**src/rtl/mem_if_ctrl.sv**
```systemverilog
// Load/store request FSM between the instruction unit and system memory.
// Optional response watchdog: define MEM_IF_TIMEOUT_EN.
module mem_if_ctrl #(
    parameter int ADDR_W         = 14,
    parameter int DATA_W         = 16,
    parameter int OPERAND_W      = 8,
    parameter int TIMEOUT_CYCLES = 16
) (
    input  logic                 clk,
    input  logic                 reset_n,
    input  logic                 load,
    input  logic                 store,
    input  logic [ADDR_W-1:0]    addr,
    input  logic [DATA_W-1:0]    result,
    input  logic                 mem_resp,
    input  logic [DATA_W-1:0]    datafrommem,
    output logic [DATA_W-1:0]    datatomem,
    output logic [OPERAND_W-1:0] datatoinst,
    output logic                 read_req,
    output logic                 write_req,
    output logic                 cs,
    output logic [ADDR_W-1:0]    addrout,
    output logic                 mem_done,
    output logic                 mem_busy,
    output logic                 mem_err
);

    typedef enum logic [1:0] {IDLE, REQ, DONE} state_t;

    state_t                r_state, w_next_state;
    logic                  r_armed, w_armed;
    logic                  r_is_load, w_is_load;
    logic [DATA_W-1:0]     r_datatomem, w_datatomem;
    logic [OPERAND_W-1:0]  r_datatoinst, w_datatoinst;
    logic                  r_read_req, w_read_req;
    logic                  r_write_req, w_write_req;
    logic [ADDR_W-1:0]     r_addrout, w_addrout;
    logic                  r_mem_done, w_mem_done;
    logic                  r_mem_busy;
    logic                  w_accept;
    logic                  w_timeout;
    logic                  w_finish;

    // A command is taken only after both lines have been seen low (edge qualification).
    assign w_accept = (r_state == IDLE) && r_armed && (load || store);
    assign w_finish = (r_state == REQ) && (mem_resp || w_timeout);

`ifdef MEM_IF_TIMEOUT_EN
    localparam int WD_W = $clog2(TIMEOUT_CYCLES + 1);
    logic [WD_W-1:0] r_wdog;
    logic            r_mem_err;

    assign w_timeout = (r_state == REQ) && !mem_resp && (r_wdog == WD_W'(TIMEOUT_CYCLES - 1));

    always_ff @(posedge clk or negedge reset_n) begin
        if (!reset_n) begin
            r_wdog    <= '0;
            r_mem_err <= 1'b0;
        end else begin
            r_mem_err <= w_timeout;
            if (w_accept)
                r_wdog <= '0;
            else if (r_state == REQ && !mem_resp)
                r_wdog <= r_wdog + 1'b1;
        end
    end

    assign mem_err = r_mem_err;
`else
    assign w_timeout = 1'b0;
    assign mem_err   = 1'b0;
`endif

    // State and registered-output process.
    always_ff @(posedge clk or negedge reset_n) begin
        if (!reset_n) begin
            r_state      <= IDLE;
            r_armed      <= 1'b0;
            r_is_load    <= 1'b0;
            r_datatomem  <= '0;
            r_datatoinst <= '0;
            r_read_req   <= 1'b0;
            r_write_req  <= 1'b0;
            r_addrout    <= '0;
            r_mem_done   <= 1'b0;
            r_mem_busy   <= 1'b0;
        end else begin
            // NOTE: non-blocking assignments so every register samples pre-edge values.
            r_state      <= w_next_state;
            r_armed      <= w_armed;
            r_is_load    <= w_is_load;
            r_datatomem  <= w_datatomem;
            r_datatoinst <= w_datatoinst;
            r_read_req   <= w_read_req;
            r_write_req  <= w_write_req;
            r_addrout    <= w_addrout;
            r_mem_done   <= w_mem_done;
            r_mem_busy   <= (w_next_state != IDLE);
        end
    end

    always_comb begin
        w_next_state = r_state;
        case (r_state)
            IDLE:    if (w_accept) w_next_state = REQ;
            REQ:     if (w_finish) w_next_state = DONE;
            DONE:    w_next_state = IDLE;
            default: w_next_state = IDLE;
        endcase
    end

    always_comb begin
        // NOTE: every output gets a default first so no latch is inferred.
        w_armed      = r_armed;
        w_is_load    = r_is_load;
        w_datatomem  = r_datatomem;
        w_datatoinst = r_datatoinst;
        w_read_req   = r_read_req;
        w_write_req  = r_write_req;
        w_addrout    = r_addrout;
        w_mem_done   = 1'b0;

        if (!load && !store)
            w_armed = 1'b1;
        else if (w_accept)
            w_armed = 1'b0;

        if (w_accept) begin
            w_addrout = addr;
            w_is_load = load;
            if (load) begin
                w_read_req = 1'b1;
            end else begin
                w_write_req = 1'b1;
                w_datatomem = result;
            end
        end

        if (w_finish) begin
            w_read_req  = 1'b0;
            w_write_req = 1'b0;
            w_mem_done  = 1'b1;
            if (mem_resp && r_is_load)
                w_datatoinst = r_addrout[0] ? datafrommem[DATA_W-1:OPERAND_W]
                                            : datafrommem[OPERAND_W-1:0];
        end
    end

    assign datatomem  = r_datatomem;
    assign datatoinst = r_datatoinst;
    assign read_req   = r_read_req;
    assign write_req  = r_write_req;
    assign cs         = r_read_req | r_write_req;
    assign addrout    = r_addrout;
    assign mem_done   = r_mem_done;
    assign mem_busy   = r_mem_busy;

endmodule

```
**config.mk**
```make
export PLATFORM = sky130hd
export DESIGN_NAME = mem_if_ctrl
export DESIGN_NICKNAME = d
export VERILOG_FILES = /design/src/rtl/mem_if_ctrl.sv
export SDC_FILE = /design/constraint.sdc
export NUM_CORES = 1
export LEC_CHECK = 0
export CORE_MARGIN = 5
export CORE_UTILIZATION = 41
export CTS_BUF_LIST = sky130_fd_sc_hd__clkbuf_8
export CTS_CLUSTER_SIZE = 14
export DETAILED_ROUTE_END_ITERATION = 7
export GPL_TIMING_DRIVEN = 0
export PLACE_DENSITY = 0.88
export RECOVER_POWER = 100
export SLEW_MARGIN = 10
export SYNTH_ARGS = -nofsm -noshare
export SYNTH_HDL_FRONTEND = slang
export SYNTH_SLANG_ARGS = --single-unit
```
**constraint.sdc**
```tcl
create_clock -name clk -period 2.2 [get_ports clk]
set_input_delay 0.33 -clock clk [delete_from_list [all_inputs] [get_ports clk]]
set_output_delay 0.33 -clock clk [all_outputs]
set_load 0.01 [all_outputs]
```
* Yosys cells after proc, flatten, opt, wreduce, memory -nomap -nowiden
Index checks and enable logic that the tools add are counted.
Word-level totals: flip-flop bits (word level) 46, latch bits 0, RAM bits 0, memory bits (read-only) 0, output and inout port bits 44, memories kept 0
Operators by class: add/sub/neg operators 0, $mul 0, div/mod/pow operators 0, magnitude comparators 0, equality and inequality tests 2, shifts and indexed selects 0, muxes and demuxes 13, bitwise logic cells 2, reduce and logical (&&, ||, !) cells 17
Operators by type and width (number):
- 2-to-1 mux 1 bit | 9
- 2-to-1 mux 8 bit | 1
- AND reduction 2 bit | 4
- nonzero test 2 bit | 4
- logical AND 1 bit | 5
- 2-to-1 mux 2 bit | 2
- case mux 2 bit (2 select lines) | 1
- == test 2 x 1 -> 1 bit, second input constant | 1
- logical NOT 1 bit | 2
- logical NOT 2 bit | 1
- != test 2 x 1 -> 1 bit, second input constant | 1
- logical OR 1 bit | 1
- NOT 1 bit | 1
- OR 1 bit | 1

* Longest topological paths before layout
depth in word-level cells 6, depth in mapped cells 4, depth with buffers taken out 3

* Least setup slack after synthesis
No wires, ideal clock.
path type register to register, from reg r_state[1], to reg r_addrout[0] (netlist: addrout[0]), library setup time 0.125 ns, arrival time 1.408 ns, data required time 2.075 ns, setup slack 0.667 ns, stages on the path, launching flop included 5, clock period less this slack 1.533 ns, path through dfrtp_1 -> nor3b_4 -> o21a_2 -> buf_6 -> mux2_2
Between the ends: word-level cells in the longest chain between the ends 3
Ends and longest elaborated chain:
- start, declared | RTL line 30 | state_t r_state, w_next_state;
- start signal, assigned | RTL line 89 | r_state <= w_next_state;
- logical NOT 2 bit | RTL line 45 | assign w_accept = (r_state == IDLE) && r_armed && (load || store);
- logical AND 1 bit (2 in a row) | RTL line 45
- end signal, assigned | RTL line 96 | r_addrout <= w_addrout;
- end, declared | RTL line 37 | logic [ADDR_W-1:0] r_addrout, w_addrout;
Every way passes these cells. A chain may end at the register's enable or synchronous reset.

* Final worst setup path
from reg r_read_req (netlist: read_req), to out cs
Between the ends: word-level cells in the longest chain between the ends 1
Ends and longest elaborated chain:
- start, declared | RTL line 35 | logic r_read_req, w_read_req;
- start signal, assigned | RTL line 94 | r_read_req <= w_read_req;
- OR 1 bit | RTL line 153 | assign cs = r_read_req | r_write_req;
- end, declared | RTL line 21 | output logic cs,
Every way passes these cells.

==> flow_summary.json <==
{
  "status": "finished clean",
  "synth_warnings": 0,
  "clock_skew_ns": 0.004696,
  "vdd_drop_max_mv": 0.6876,
  "area_growth_pct": 55.52,
  "grt_pass1_wl_mm": 7.217,
  "synth-edff-count": 0,
  "synthTopCellsByArea": "dfrtp_1 (62%), mux2_2 (13%), mux2_4 (7.3%)",
  "netlist_instances": 128,
  "rows": 24,
  "pwr_density_cell_mw_per_mm2": 1207,
  "instances_no_fill": 282,
  "fmax_mhz": 525.4,
  "clockRootBuffer": "clkbuf_8",
  "core_region_area_mm2": 0.004384,
  "syn-num-nets": 179,
  "cts_resized": 0,
  "hold_path.class": "in2async",
  "boundaryPins": 95,
  "arrival_ns": 1.57,
  "h-tree-depth": 2,
  "wirelength_mm": 4.346,
  "die-height_um": 77.34,
  "grt.total_usage_pct": 15.16,
  "min_period_over_period_pct": 86.52,
  "worstPathCellList": "or2_2, dlygate4sd3_1",
  "crit_fanout": 4,
  "first_global_vias": 1481,
  "wl_per_cell_um": 15.41,
  "first_pass_iters": 4,
  "drive_above_1_share_pct": 14.78,
  "synth.most_common_cell": "dfrtp_1",
  "ys_seq_elements": 46,
  "syn_area_mm2": 0.001859,
  "power_mw": 3.489,
  "syn_area_per_cell_um2": 14.53,
  "crit_path_top_delay_cell": "dlygate4sd3_1",
  "dieArea_mm2": 0.005981,
  "hold_viol_final": 0,
  "hpwl_mm": 3.485,
  "ys_seq_area_share_pct": 61.91,
  "final-setup-viol-count": 0,
  "synthArstFlopShare_pct": 100.0,
  "vias": 1373,
  "endpoint_kind": "primary output",
  "required_ns": 1.87,
  "timing.final.ws_setup_ns": 0.2966,
  "place.detailed.instances": 274,
  "slew_headroom_pct": 20.59,
  "grt_max_degree": 26,
  "start_util_pct": 42.41,
  "worst_setup_path_start_kind": "register",
  "cts_tree": "done",
  "fill_cells": 351,
  "hold_buffers": 0,
  "insertion_delay_ns": 0.29,
  "crit_path_max_incr_delay_ns": 0.60,
  "drt_iter0_markers": 64,
  "ys.flop_type": "dfrtp_1",
  "nets": 280,
  "yosys.area.top_type": "dfrtp_1",
  "critical_path_class": "reg2out",
  "numCtsBuffers": 5,
  "post-place-ws_ns": 0.3941,
  "synth.distinct_cells": 21,
  "viasPerCell": 4.869,
  "cts_buffer_depth": 2,
  "grt_remaining_overflow": 0,
  "rsz0062_at_grt": "false",
  "gp_congestion": 0.7144,
  "postCtsSetupRepairBufs": 0,
  "ant_nets": 0,
  "fin_crit_ns": 1.903,
  "drc_errors": 0,
  "clk_pin_slew_ns": 0.08,
  "netlist.area_leader.share_pct": 61.91,
  "drv_cap": 0,
  "drv_slew": 0,
  "ys_top_cells_by_count": "dfrtp_1 (46), mux2_2 (21), o21ai_0 (14)",
  "antenna_found_initial": 0,
  "die_w_um": 77.34,
  "final_util_pct": 65.95,
  "io_buffers": 93,
  "antenna_cells": 0,
  "leakage_nw": 1.278,
  "clock_sinks": 46,
  "tightest_slew_ns": 1.191,
  "holdWs_ns": 0.2593
}
-- layout by cell type, fill, tap and decap left out, drive strengths merged --
cell type	n
nand3b	1
a31oi	1
o21ai	14
nand2b	1
clkbuf	11
nand2	10
or2	1
dlygate4sd3	44
buf	2
a21oi	1
mux2	30
nor2	2
clkdlybuf4s50	48
inv	4
nor3b	1
o21a	1
mux2i	8
clkinv	1
a22o	1
conb	1
nand4b	1
dfrtp	46
-- area by class of cell --
cell class              count  area (um2)  share of cell area [%]
flip-flops and latches     46        1151                   39.81
clock inverters             2       8.758                  0.3029
well taps                  52       65.06                   2.250
clock buffers               6       82.58                   2.856
multi-input cells          74       611.8                   21.16
repair buffers             94       929.6                   32.15
plain buffers               5       31.28                   1.082
inverters                   3       11.26                  0.3894
-- through the flow --
stage | area, um2 | setup TNS (ns)
floorplan | 1859 | 0
global route | 2892 | 0
detailed placement | 2878 | 0
global placement | 2855 | -21.14
CTS | 2969 | 0
finish | 2892 | 0
-- worst max-delay path, delay by kind of cell (launching register included) --
family                 cells  cell delay (ns)
buffers and inverters      1             0.60
AND/OR/NAND/NOR            1             0.27
flip-flops                 1             0.42
-- flip-flops by register name (all words and copies together) (netlist names) --
name,count
read_req,1
mem_busy,1
r_is_load,1
datatomem,16
mem_done,1
addrout,14
r_armed,1
datatoinst,8
r_state,2
write_req,1
-- path summary, 6_finish.rpt --
kind,from,to,slack (ns),cells after the start
setup reg to reg,r_state[1]$_DFF_PN0_,addrout[3]$_DFFE_PN0P_,0.38,4
max in group asynchronous,reset_n,datatomem[6]$_DFFE_PN0P_,0.72,2
hold reg to reg,datatoinst[2]$_DFFE_PN0P_,datatoinst[2]$_DFFE_PN0P_,0.48,2
hold / removal,reset_n,addrout[6]$_DFFE_PN0P_,0.26,1
setup / recovery,read_req$_DFFE_PN0P_,cs,0.30,2
min in group clk,datatoinst[2]$_DFFE_PN0P_,datatoinst[2]$_DFFE_PN0P_,0.48,2
-- cell families after synthesis --
| family | synth area share, % |
|---|---|
| flops | 61.91 |
| mux | 24.29 |
| compound gates | 5.317 |
| simple gates | 5.654 |
| buf+inv | 2.625 |
| other cells | 0.2017 |
-- report_power, final --
group | total (mW) | switching [mW] | internal, mW
combinational | 1.53 | 0.629 | 0.901
clock | 0.512 | 0.263 | 0.249
sequential | 1.45 | 0.206 | 1.24
total | 3.49 | 1.10 | 2.39
-- routing by layer --
metal | up-vias | wire (um) | track usage, % | part of all wire (%)
met4 | 0 | 43 | 5.670 | 0.99
met3 | 2 | 388 | 5.787 | 8.9
met2 | 65 | 2205 | 24.75 | 51
met5 | - | 0 | 0 | 0
met1 | 659 | 1709 | 18.20 | 39
li1 | 647 | - | - | -
(Power assumes the default switching activity.)
